File: config.mk
export PLATFORM = sky130hd
export DESIGN_NAME = lib_grant_client
export DESIGN_NICKNAME = d
export VERILOG_FILES = /design/src/rtl/lib_grant_client.sv
export SDC_FILE = /design/constraint.sdc
export NUM_CORES = 1
export LEC_CHECK = 0
export ABC_AREA = 1
export CAP_MARGIN = 25
export CORE_MARGIN = 5
export CORE_UTILIZATION = 27
export DETAILED_ROUTE_END_ITERATION = 8
export PLACE_DENSITY = 0.83
export SLEW_MARGIN = 20
export SYNTH_ARGS = -nofsm -noshare
export SYNTH_HDL_FRONTEND = slang
export SYNTH_SLANG_ARGS = --single-unit
File: constraint.sdc
create_clock -name clk -period 1.7 [get_ports clk]
set_input_delay 0.17 -clock clk [delete_from_list [all_inputs] [get_ports clk]]
set_output_delay 0.17 -clock clk [all_outputs]
set_load 0.02 [all_outputs]
File: src/rtl/lib_grant_client.sv
// Requester-side front end for the programmable priority arbiter: forwards
// requests, captures a legal one-hot grant, locks the winner for a whole
// packet and rotates the one-hot priority after each tail transfer.
module lib_grant_client #(
   parameter int unsigned N     = 4,
   parameter int unsigned WIDTH = 32
) (
   input  logic                 clk,
   input  logic                 reset_n,
   input  logic [N*WIDTH-1:0]   i_data,
   input  logic [0:N-1]         i_valid,
   input  logic [0:N-1]         i_tail,
   output logic [0:N-1]         o_ready,
   output logic [0:N-1]         o_request,
   output logic [0:N-1]         o_priority,
   input  logic [0:N-1]         i_grant,
   output logic [WIDTH-1:0]     o_data,
   output logic                 o_valid,
   output logic                 o_tail,
   input  logic                 i_ready,
   output logic [0:N-1]         o_owner,
   output logic                 o_error
);

   typedef enum logic {IDLE = 1'b0, LOCKED = 1'b1} state_e;

   state_e             state_q, state_d;
   logic [0:N-1]       owner_q, owner_d;
   logic [0:N-1]       prio_q, prio_d;
   logic               err_q, err_d;

   logic [0:N-1]       prio_rot;
   logic               grant_nonzero;
   logic               grant_legal;
   logic               own_valid;
   logic               own_tail;
   logic [WIDTH-1:0]   own_data;

   // A legal grant is exactly one-hot and only names requesters that asked.
   assign grant_nonzero = (i_grant != '0);
   assign grant_legal   = $onehot(i_grant) && ((i_grant & ~i_valid) == '0);

   // One-hot owner selects its flit, valid and tail (AND-OR mux).
   always_comb begin
      own_valid = 1'b0;
      own_tail  = 1'b0;
      own_data  = '0;
      for (int unsigned k = 0; k < N; k++) begin
         if (owner_q[k]) begin
            own_valid = own_valid | i_valid[k];
            own_tail  = own_tail  | i_tail[k];
            own_data  = own_data  | i_data[k*WIDTH +: WIDTH];
         end
      end
   end

   // Next priority: the requester just after the finishing owner, wrapping.
   always_comb begin
      prio_rot = '0;
      for (int unsigned k = 0; k < N; k++) begin
         prio_rot[(k + 1) % N] = owner_q[k];
      end
   end

   // State, owner, priority and error registers.
   always_ff @(posedge clk or negedge reset_n) begin
      if (!reset_n) begin
         state_q <= IDLE;
         owner_q <= '0;
         prio_q  <= {1'b1, {(N-1){1'b0}}};
         err_q   <= 1'b0;
      end else begin
         state_q <= state_d;
         owner_q <= owner_d;
         prio_q  <= prio_d;
         err_q   <= err_d;
      end
   end

   // Next-state: capture grant in IDLE, release lock on tail transfer.
   always_comb begin
      state_d = state_q;
      owner_d = owner_q;
      prio_d  = prio_q;
      err_d   = 1'b0;
      case (state_q)
         IDLE: begin
            if (grant_nonzero) begin
               if (grant_legal) begin
                  state_d = LOCKED;
                  owner_d = i_grant;
               end else begin
                  err_d = 1'b1;
               end
            end
         end
         LOCKED: begin
            if (own_valid && i_ready && own_tail) begin
               state_d = IDLE;
               owner_d = '0;
               prio_d  = prio_rot;
            end
         end
         default: begin
            state_d = IDLE;
            owner_d = '0;
         end
      endcase
   end

   // Outputs: requests while idle, owner's stream while locked.
   always_comb begin
      o_request = '0;
      o_ready   = '0;
      o_valid   = 1'b0;
      o_tail    = 1'b0;
      o_data    = '0;
      if (reset_n) begin
         case (state_q)
            IDLE: begin
               o_request = i_valid;
            end
            LOCKED: begin
               o_valid = own_valid;
               o_tail  = own_tail;
               o_data  = own_data;
               o_ready = owner_q & {N{i_ready}};
            end
            default: begin
               o_request = '0;
            end
         endcase
      end
   end

   assign o_priority = prio_q;
   assign o_owner    = owner_q;
   assign o_error    = err_q;

endmodule

---- Word level (Yosys, flattened, before mapping) ----
Index checks and enable logic that the tools add are counted.
Widths: inputs -> output; s select.
operators by class
  $add $sub $neg .......................... 3
  equal/unequal tests ..................... 4
  multiplexer cells ....................... 33
  bitwise gates (word level) .............. 13
  reduce and logical (&&, ||, !) cells .... 7
operators with widths
  cell                count
  $mux 32             6
  $or 32x32->32       3
  $mux 4              7
  $mux 1              18
  $and 4x4->4         2
  $pmux 4 s2          1
  $or 1x1->1          6
  $add 1x1->2         2
  $logic_not 4->1     1
  $ne 2x2->1 const B  2
  $not 4->4           1
  $reduce_bool 4->1   1
  $add 2x2->3         1
  $eq 3x1->1 const B  1
  $logic_and 1x1->1   3
  $reduce_and 3->1    1
  $ne 2x1->1 const B  1
  $pmux 1 s2          1
  $reduce_and 2->1    1
  $not 1->1           1
word-level totals
  register bits ........................... 10
  input bits .............................. 143
  output and inout bits ................... 51
  word-level logic and storage cells ...... 64

---- Depth between registers and ports, before layout ----
Gate-level depths: netlist of the first run.
  word-level depth ........................ 11
  mapped depth ............................ 11
  mapped depth without buffers ............ 11

---- Worst setup path after synthesis of the first run ----
Ideal clock, no wire load.
  kind .................................... input to register
  start point ............................. input i_grant[3] (netlist name)
  end point ............................... register owner_q, in the netlist o_owner[0]
  library setup time ...................... 67 ps
  arrival ................................. 1900 ps
  data required time ...................... 1633 ps
  slack ................................... -266 ps
  stages .................................. 10
  buffers on the path ..................... 0
  path through ............................ inv_1 > fa_1 > inv_1 > ha_1 > ha_1 > inv_1 > nand3b_1 > nor3_1 > nand3_1 > nand2_1
between the ends
  longest elaborated chain between the ends .. 6
  elaborated cells on any way between the ends .. 10
  classes of those cells .................. 2 x add/sub; 3 x eq/ne; 1 x bitwise; 4 x reduce/logical
RTL lines
  element                            RTL line  text
  start, declared                    16        input logic [0:N-1] i_grant,
  $add 1x1->2 (implied by the code)  41        assign grant_legal = $onehot(i_grant) && ((i_grant & ~i_valid) == '0);
  $add 2x2->3 (implied by the code)  41
  $eq 3x1->1                         41
  $logic_and 1x1->1                  41
  $ne 2x2->1 (no line)               --
  $reduce_and 3->1 (no line) (*)     --
  end signal, assigned               74        owner_q <= owner_d;
  end, declared                      28        logic [0:N-1] owner_q, owner_d;
Every way passes the cells marked *; elsewhere a longest branch is shown, timed or not.
A chain may end at the register's enable or synchronous reset.

---- Worst setup path in the final report of the first run ----
  start point ............................. input i_grant[3] (netlist name)
  end point ............................... register owner_q, in the netlist o_owner[2]
The elaborated chain is that of the path after synthesis.

==> flow_summary.toml, run 1 <==
[grt]
antenna_found_initial = 0
grt_pass1_wl_mm = 14.0
first_global_vias = 2654
track_usage_pct = 23.2
gr-total-overflow = 0
grt_max_degree = 27

[detailed_routing]
firstDrtPassIters = 4
viasPerCell = 4.85
final_antenna_net_count = 0
wire_per_inst_um = 16.8
met2WireLength_mm = 4.70
routed_wl_mm = 9.29
initialDrtViolationCount = 112
vias = 2680
highest_layer = "met4"
wl_met3_um = 765
drc = 0
wl_met1_mm = 3.63

[hold_path]
hold_path_class = "in -> async"

[yosys]
ys_types = 22
synth_seq_cells = 10
synthXorXnorAreaFrac_pct = 0
synth_fa_ha_area_share_pct = 3.65
synthMuxAreaShare_pct = 0
synth_cells = 276
yosysWarningCount = 0
synth_compound_gate_area_share_pct = 20.3
synth-simple-area-share_pct = 47.9
syn-num-nets = 423
syn_area_um2 = 1580
seq_area_frac_synth_pct = 16.0
synth_top_family_by_area = "simple AND/OR/NAND/NOR gates"
syn-mean-instance-area_um2 = 5.71

[cells_and_area]
mostFrequentLayoutCell = "nand2_1"
drive_above_1_share_pct = 20.2
final_cell_mix = "nand2_1 (153), clkdlybuf4s50_1 (148), a41oi_1 (29)"
postLayoutCoreUtil_pct = 67.1
fin_area_um2 = 3740
area_growth_pct = 137
instances_no_fill = 553
diodes = 0
nNetsFinal = 629

[floorplanning]
num_rows = 27
start_util_pct = 28.3
floorplan.die_area_um2 = 7470
core_um2 = 5570
io_pins = 194
die_y_um = 86.4
die_w_um = 86.4

[setup_path]
crit_type = "in -> reg"
cp_slowest_cell = "fa_1"
r2r_cells = 10
rrSetupSlack_ns = 0.12
critPathMaxFanout = 5
critPathMaxStageDelay_ns = 0.53
worstPathCellList = "buf_8 > inv_4 > fa_1 > inv_1 > ha_2 > ha_4 > inv_2 > nand3b_1 > nor3_4 > nand3_1 > nand2_1"
required_ns = 1.87
crit_arrival_ns = 1.95
end_kind = "flip-flop"
r2r_start = "o_owner[1]"
r2r-end = "o_priority[2]"
start_kind = "input pin"

[placed_design]
dp.cells = 548
placed_cell_area_um2 = 3750
gp_congestion = 0.905
port_buffers = 193
hpwlAfterDp_mm = 7.37

[cts]
hold_buffers = 0
path_clk_slew_ns = 0.05
cts_tree = "yes"
cts.sinks = 10
cts-htree-levels = 1
clk_latency_ns = 0.24
cts_made_buffers = 3
cts.path.max_buffers = 2
post_cts_buffers = 0
cts_root_buffer = "clkbuf_8"

[sta]
fmax_ghz = 0.562
timing.hold.ws_ns = 0.269
worstMarginPinSlew_ns = 0.338
drv_slew = 0
setup_viol = 5
relSlewSlack_pct = 77.5
report.final.hold_viol_count = 0
rsz0062_at_grt = "yes"
fin_worst_skew_ns = 0.00298
fin_ws_ns = -0.0802
finalCritPeriodShare_pct = 105
min_period_ns = 1.78

[flow_run]
drv_cap = 0

[power_and_ir_drop]
power.leakage_nw = 1.55
worst_ir_drop_vdd_mv = 1.07
power_mw = 3.82
pwr_density_cell_nw_per_um2 = 1020

[status]
status = "finished, violations left"
violations = "setup timing"
[worst max path at each step]
stage               start    endpoint  slack [ns]  cells past startpoint
2_1_floorplan  i_grant[0]  o_owner[2]       -0.04                     10
5_1_grt        i_grant[3]  o_owner[2]       -0.14                     11
3_3_place_gp   i_grant[0]  o_owner[2]       -0.72                     11
4_1_cts        i_grant[3]  o_owner[2]       -0.06                     11
3_5_place_dp   i_grant[0]  o_owner[2]       -0.83                     11
6_report       i_grant[3]  o_owner[2]       -0.08                     11
[routing by layer]
layer / vias to the layer above / track usage [%]
met3: 16 / 5.32
met4: 0 / 4.53
li1: 1323 / -
met1: 1215 / 27.8
met5: - / 0
met2: 126 / 42.1
[flip-flops by register name (all words and copies together) (netlist names)]
name	cells
o_owner	4
o_error	1
o_priority	4
state_q	1
[where the power goes]
| group | switching, mW | internal (mW) | leakage [nW] | total (mW) |
|---|---|---|---|---|
| combinational | 1.76 | 1.31 | 1.39 | 3.07 |
| sequential | 0.0889 | 0.351 | 0.126 | 0.440 |
| clock | 0.101 | 0.204 | 0.0288 | 0.305 |
| total | 1.95 | 1.86 | 1.55 | 3.82 |
[critical path, delay by kind of cell]
kind                       cells  cell delay (ns)
and+or+nand+nor                4             0.67
adders and majority gates      3             0.93
buffers and inverters          4             0.19
[through the flow]
step                      TNS [ns]  setup slack (ns)
after global placement      -14.13            -0.720
after global routing        -0.570            -0.138
after floorplan             -0.141           -0.0361
final                       -0.186           -0.0802
after detailed placement    -15.00            -0.831
after CTS                   -0.140           -0.0635
[synth_stat cells]
cell      instances  share of area, %
a41oi_1          32                18
ha_1              3               2.4
buf_2             4               1.3
nor2_2            2              0.79
nand3_1           7               2.2
nand2_1         153                36
dfrtp_1           9                14
nor2_1           12               2.9
nand3b_1          1              0.48
dfstp_2           1               1.7
fa_1              1               1.3
nand2_2           3               1.2
nand4_1           1              0.40
o21ai_2           4               2.2
nor3_1            1              0.32
buf_6             5               3.6
inv_2             1              0.24
clkbuf_1         11               2.6
inv_1            18               4.3
clkinv_1          1              0.24
nand3_2           5               3.2
o21ai_1           1              0.32
[cell type report]
type,instances,area (um2)
repair buffers,220,2030
fillers,507,1830
multi-input cells,227,1230
flip-flops and latches,10,251
well taps,72,90.1
inverters,20,85.1
clock buffers,4,55.1
[kinds of logic after synthesis]
group / after synthesis
fa+ha+maj: 4
compound gates: 37
flops: 10
simple gates: 185
buf+inv: 40
[what timing repair did]
item | CTS | global route
pin swaps | 6 | 6
setup endpoints to repair | 52 | 49
cloned | 0 | 1
resized for setup | 91 | 82
Note: power is estimated with default switching activity, not from simulation.
==> inputs of run 2 (changes only) <==
- GPL_TIMING_DRIVEN: not set -> 0
==> run 2 against run 1 <==
Compared with the run above:
- the flow still finishes with violations (setup timing)
- global-route usage grew 0.24 points
- combinational power decreased by 5%
- worst setup slack better by 0.024 ns
- critical path depth unchanged
- sequential share of layout area rose by 0.16 points
- count of clock-buffer cells in the layout unchanged
- clock skew fell by 0.0016 ns
- sequential power is 2% lower
- core utilization down 1.3 points
- non-clock buffer count is 2 lower
- register-to-register slack improved by 0.26 ns
- critical path type unchanged
- critical endpoint is now o_owner[1]
- largest cell class unchanged
- highest routed layer unchanged
==> flow_summary.toml, run 2 (synthesis results as in run 1) <==
[sta]
timing.setup.tns_ns = -0.183
fmax_ghz = 0.569
report.final.hold_viol_count = 0
fin_ws_ns = -0.0560
rsz0062_at_grt = "yes"
finalCritPeriodShare_pct = 103
timing.hold.ws_ns = 0.0425
relSlewSlack_pct = 72.5
fin_worst_skew_ns = 0.00137
setup_viol = 5
worstMarginPinSlew_ns = 0.411
drv_slew = 0
min_period_ns = 1.76

[cts]
cts_made_buffers = 3
cts_tree = "yes"
cts_root_buffer = "clkbuf_8"
clk_latency_ns = 0.24
cts-htree-levels = 1
path_clk_slew_ns = 0.05
cts.path.max_buffers = 2
cts.sinks = 10

[setup_path]
r2r_cells = 9
rrSetupSlack_ns = 0.38
crit_arrival_ns = 1.93
path_delay_family = "adder cells"
required_ns = 1.87
r2r_start = "o_owner[0]"
worstPathCellList = "buf_8 > inv_4 > fa_1 > inv_1 > ha_2 > ha_4 > inv_2 > nand3b_1 > nor3_4 > nand3_1 > nand2_1"
crit_type = "in -> reg"
cp_slowest_cell = "fa_1"
worst-path-buf-inv = 4
critPathMaxFanout = 5
start_kind = "input pin"
end_kind = "flip-flop"
r2r-end = "o_owner[1]"
critPathMaxStageDelay_ns = 0.54

[grt]
antenna_found_initial = 0
grt_max_degree = 11
track_usage_pct = 23.4
first_global_vias = 2740
grt_pass1_wl_mm = 14.1
gr-total-overflow = 0

[detailed_routing]
drc = 0
firstDrtPassIters = 4
routed_wl_mm = 9.33
initialDrtViolationCount = 77
wire_per_inst_um = 17.0
final_antenna_net_count = 0
viasPerCell = 4.90
vias = 2693

[status]
status = "finished, violations left"
violations = "setup timing"

[power_and_ir_drop]
pwr_density_cell_nw_per_um2 = 993
power_mw = 3.64
worst_ir_drop_vdd_mv = 0.936
power.leakage_nw = 1.56

[placed_design]
dp.cells = 541
hpwlAfterDp_mm = 7.43
placed_cell_area_um2 = 3630
gp_congestion = 0.859
port_buffers = 193
dp_slack_ns = -1.06

[floorplanning]
floorplan.die_area_um2 = 7470
io_pins = 194
core_um2 = 5570
start_util_pct = 28.3
die_y_um = 86.4
num_rows = 27
die_w_um = 86.4

[cells_and_area]
instances_no_fill = 550
postLayoutCoreUtil_pct = 65.8
diodes = 0
mostFrequentLayoutCell = "nand2_1"
fin_area_um2 = 3670
area_growth_pct = 133
final_cell_mix = "nand2_1 (152), clkdlybuf4s50_1 (147), a41oi_1 (31)"
nNetsFinal = 626
drive_above_1_share_pct = 19.0

[flow_run]
drv_cap = 0

[hold_path]
hold_path_class = "in -> async"
run 2: cell types whose count changed in the layout (fill, tap and decap cells not counted), sizes merged:
cell,delta
clkdlybuf4s50,-1
clkbuf,-12
nand3,-1
clkdlybuf4s15,-4
dlygate4sd2,+4
dlygate4sd3,+1
buf,+10
run 2: layer usage:
metal | track usage (%) | vias to the layer above | routed length (um) | share of wire [%]
met5 | 0 | - | 0 | 0
met3 | 3.61 | 15 | 779 | 8.3
met1 | 28.3 | 1237 | 3560 | 38
li1 | - | 1315 | - | -
met2 | 43.6 | 126 | 4860 | 52
met4 | 4.39 | 0 | 123 | 1.3
run 2: worst max path at each step:
| stage | startpoint | to | depth (start not counted) |
|---|---|---|---|
| floorplan | i_grant[0] | o_owner[2] | 10 |
| CTS | i_grant[3] | o_owner[0] | 11 |
| detailed placement | reset_n | o_data[21] | 5 |
| global route | i_grant[3] | o_owner[1] | 11 |
| finish | i_grant[3] | o_owner[1] | 11 |
| global placement | reset_n | o_data[19] | 5 |
run 2: worst register-to-register path, stage by stage (launching register included):
cell	delay, ns
dfrtp_1	0.39
buf_6	0.15
nand2_1	0.06
nand2_1	0.05
nor2_2	0.14
nor2_2	0.06
nand3_2	0.08
buf_6	0.17
nand3_2	0.08
nand2_1	0.08
run 2: layout make-up:
class                           count  area [um2]
Clock buffer                        4        55.1
Fill cell                         513        1900
Sequential cell                    10         253
Buffer                             20         169
Multi-Input combinational cell    226        1190
Timing Repair Buffer              198        1830
Inverter                           20        87.6
Tap cell                           72        90.1
run 2: power breakdown:
part	switching (mW)	internal [mW]	leakage, nW
Sequential	0.0782	0.353	0.125
Clock	0.0936	0.204	0.0288
Combinational	1.69	1.23	1.41
Total	1.86	1.78	1.56
run 2: what timing repair did:
item | in CTS | in global routing
pin swaps | 7 | 6
buffers inserted | 2 | 2
gates resized for setup | 187 | 40
hold buffers | 1 | 0
hold endpoints to repair | 9 | 0
endpoints found under the setup margin | 48 | 34
==> inputs of run 3 (changes only) <==
- ABC_AREA: 1 -> 0
- CORE_MARGIN: 5 -> not set
- CORE_UTILIZATION: 27 -> 25
- PLACE_DENSITY: 0.83 -> 0.82
==> run 3 against run 2 <==
Compared with the run above:
- the run still ends with setup timing left
- wire length fell by 12%
- first-iteration DRC count rose by 26%
- clock power barely moved
- count of clock-buffer cells in the layout did not move
- final area rose by 0.17%
- die area fell by 19%
- critical endpoint is now o_owner[0]
- largest cell class unchanged
- highest routed layer unchanged
==> flow_summary.toml, run 3 <==
[status]
status = "finished, violations left"
violations = "setup timing"

[sta]
worstMarginPinSlew_ns = 0.459
fin_ws_ns = -0.213
drv_slew = 0
rsz0062_at_grt = "yes"
fin_worst_skew_ns = 0.000321
setup_viol = 5
finalCritPeriodShare_pct = 113
fmax_ghz = 0.523
relSlewSlack_pct = 69.3
report.final.hold_viol_count = 0
min_period_ns = 1.91

[placed_design]
gp_congestion = 0.857
port_buffers = 193
hpwlAfterDp_mm = 6.29
dp_slack_ns = -1.10
dp.cells = 445
placed_cell_area_um2 = 3490

[grt]
grt_max_degree = 11
grt_pass1_wl_mm = 12.2
first_global_vias = 2317
track_usage_pct = 25.2
gr-total-overflow = 0
antenna_found_initial = 0

[cts]
cts.sinks = 10
cts-htree-levels = 1
path_clk_slew_ns = 0.05
cts_made_buffers = 3
clk_latency_ns = 0.24
cts_root_buffer = "clkbuf_8"
cts_tree = "yes"
cts.path.max_buffers = 2

[yosys]
synthFlopType = "dfrtp_1"
synth-edff-count = 0
syn-num-nets = 327
synth_top_area_share_pct = 33.5
synth.most_common_cell = "a22oi_1"
yosysWarningCount = 0
async_flop_share_pct = 100
synth_seq_cells = 10
ys_types = 29
synth_cells = 180
syn-mean-instance-area_um2 = 7.96
synthTopCellsByArea = "a22oi_1 (34%), dfrtp_1 (16%), a21oi_1 (11%), mux2_4 (4.2%), clkbuf_1 (3.4%)"
syn_area_um2 = 1430
synth_area_leader_cell = "a22oi_1"
synthTopCellsByCount = "a22oi_1 (64), a21oi_1 (32), clkbuf_1 (13)"
seq_area_frac_synth_pct = 17.6

[power_and_ir_drop]
pwr_density_cell_nw_per_um2 = 1120
worst_ir_drop_vdd_mv = 0.952
power.leakage_nw = 1.55

[detailed_routing]
drc = 0
initialDrtViolationCount = 97
wire_per_inst_um = 18.0
vias = 2352
viasPerCell = 5.17
firstDrtPassIters = 4
routed_wl_mm = 8.19
final_antenna_net_count = 0

[cells_and_area]
fill_cells = 486
area_growth_pct = 157
diodes = 0
instances_no_fill = 455
nNetsFinal = 531
drive_above_1_share_pct = 23.2
final_cell_mix = "clkdlybuf4s50_1 (147), a22oi_1 (56), a21oi_1 (32)"
fin_area_um2 = 3680
mostFrequentLayoutCell = "clkdlybuf4s50_1"

[floorplanning]
die_w_um = 77.7
floorplan.die_area_um2 = 6040
num_rows = 27
start_util_pct = 26.0
die_y_um = 77.7
core_um2 = 5510
io_pins = 194

[setup_path]
path_delay_family = "adder cells"
end_kind = "flip-flop"
critPathMaxFanout = 4
crit_arrival_ns = 2.04
start_kind = "input pin"
worst-path-buf-inv = 3
crit_type = "in -> reg"
required_ns = 1.82
worstPathCellList = "buf_12 > inv_12 > fa_1 > inv_1 > ha_2 > ha_4 > nor2_4 > nor4bb_4 > nand2_2 > a32o_1"
cp_slowest_cell = "fa_1"
critPathMaxStageDelay_ns = 0.53

[flow_run]
drv_cap = 0

[hold_path]
hold_path_class = "in -> async"
==> run 3: changes by cell type in the layout (fill, tap and decap cells not counted), moves of 8 or more <==
cell	before	now
a22oi_1	0	56
a21oi_1	0	32
nand2_1	152	2
inv_1	14	2
clkbuf_4	9	0
a22oi_2	0	8
a41oi_1	31	0
==> run 3: metal layers <==
layer  global-route usage [%]  vias to the layer above  wire [um]
met5                        0                        -          0
met4                     5.28                        0        104
met3                     3.41                       15        488
met2                     47.5                      101       4370
met1                     29.9                     1112       3230
li1                         -                     1124          -
==> run 3: final timing paths <==
| kind | from | to | slack (ns) | depth (start not counted) |
|---|---|---|---|---|
| max in group asynchronous | reset_n | o_owner[2] | 0.84 | 2 |
| hold / removal | reset_n | o_priority[0] | 0.02 | 1 |
| setup / recovery | i_grant[0] | o_owner[0] | -0.21 | 10 |
| min in group clk | i_grant[2] | o_owner[2] | 0.29 | 4 |
| setup reg to reg | o_owner[0] | o_priority[2] | 0.07 | 4 |
| hold reg to reg | o_priority[1] | o_priority[1] | 0.51 | 1 |
==> run 3: timing repair <==
item                                    in CTS  in global routing
endpoints found under the setup margin      48                 34
buffers inserted                             3                  2
pin swaps                                    5                  6
hold buffers                                 1                  0
endpoints found under the hold margin        9                  0
gates resized for setup                    177                 37
cloned                                       0                  0
==> run 3: logic make-up after synthesis <==
kind of cell               after synthesis  synth area share (%)
AOI/OAI and AO/OA                      106                  53.6
and+or+nand+nor                         29                  11.2
buffers and inverters                   25                  8.04
DFF                                     10                  17.6
muxes                                    6                  5.59
adders and majority gates                4                  4.02
==> run 3: area by class of cell <==
class	count	area, um2	area share [%]
plain buffers	20	225	6.13
clock buffers	4	55.1	1.50
inverters	5	33.8	0.919
multi-input cells	145	1160	31.5
flip-flops and latches	10	251	6.84
well taps	72	90.1	2.45
repair buffers	199	1860	50.7
==> run 3: metrics by stage <==
| step | hold WS (ns) | power [mW] | TNS [ns] | utilization (%) |
|---|---|---|---|---|
| 6_report | 0.0207 | 4.12 | -0.638 | 66.8 |
| 5_1_grt | 0.0221 | 4.36 | -0.983 | 66.8 |
| 4_1_cts | 0.0211 | 4.08 | -0.467 | 67.3 |
| 3_5_place_dp | 0.493 | 3.57 | -39.89 | 63.3 |
| 3_3_place_gp | 0.495 | 3.52 | -39.41 | 63.3 |
| 2_1_floorplan | -0.126 | 2.21 | -0.825 | - |
==> run 3: report_power, final <==
| group | switching, mW | internal, mW |
|---|---|---|
| clock network | 0.0957 | 0.204 |
| logic | 1.73 | 1.66 |
| registers | 0.0668 | 0.360 |
| total | 1.90 | 2.22 |
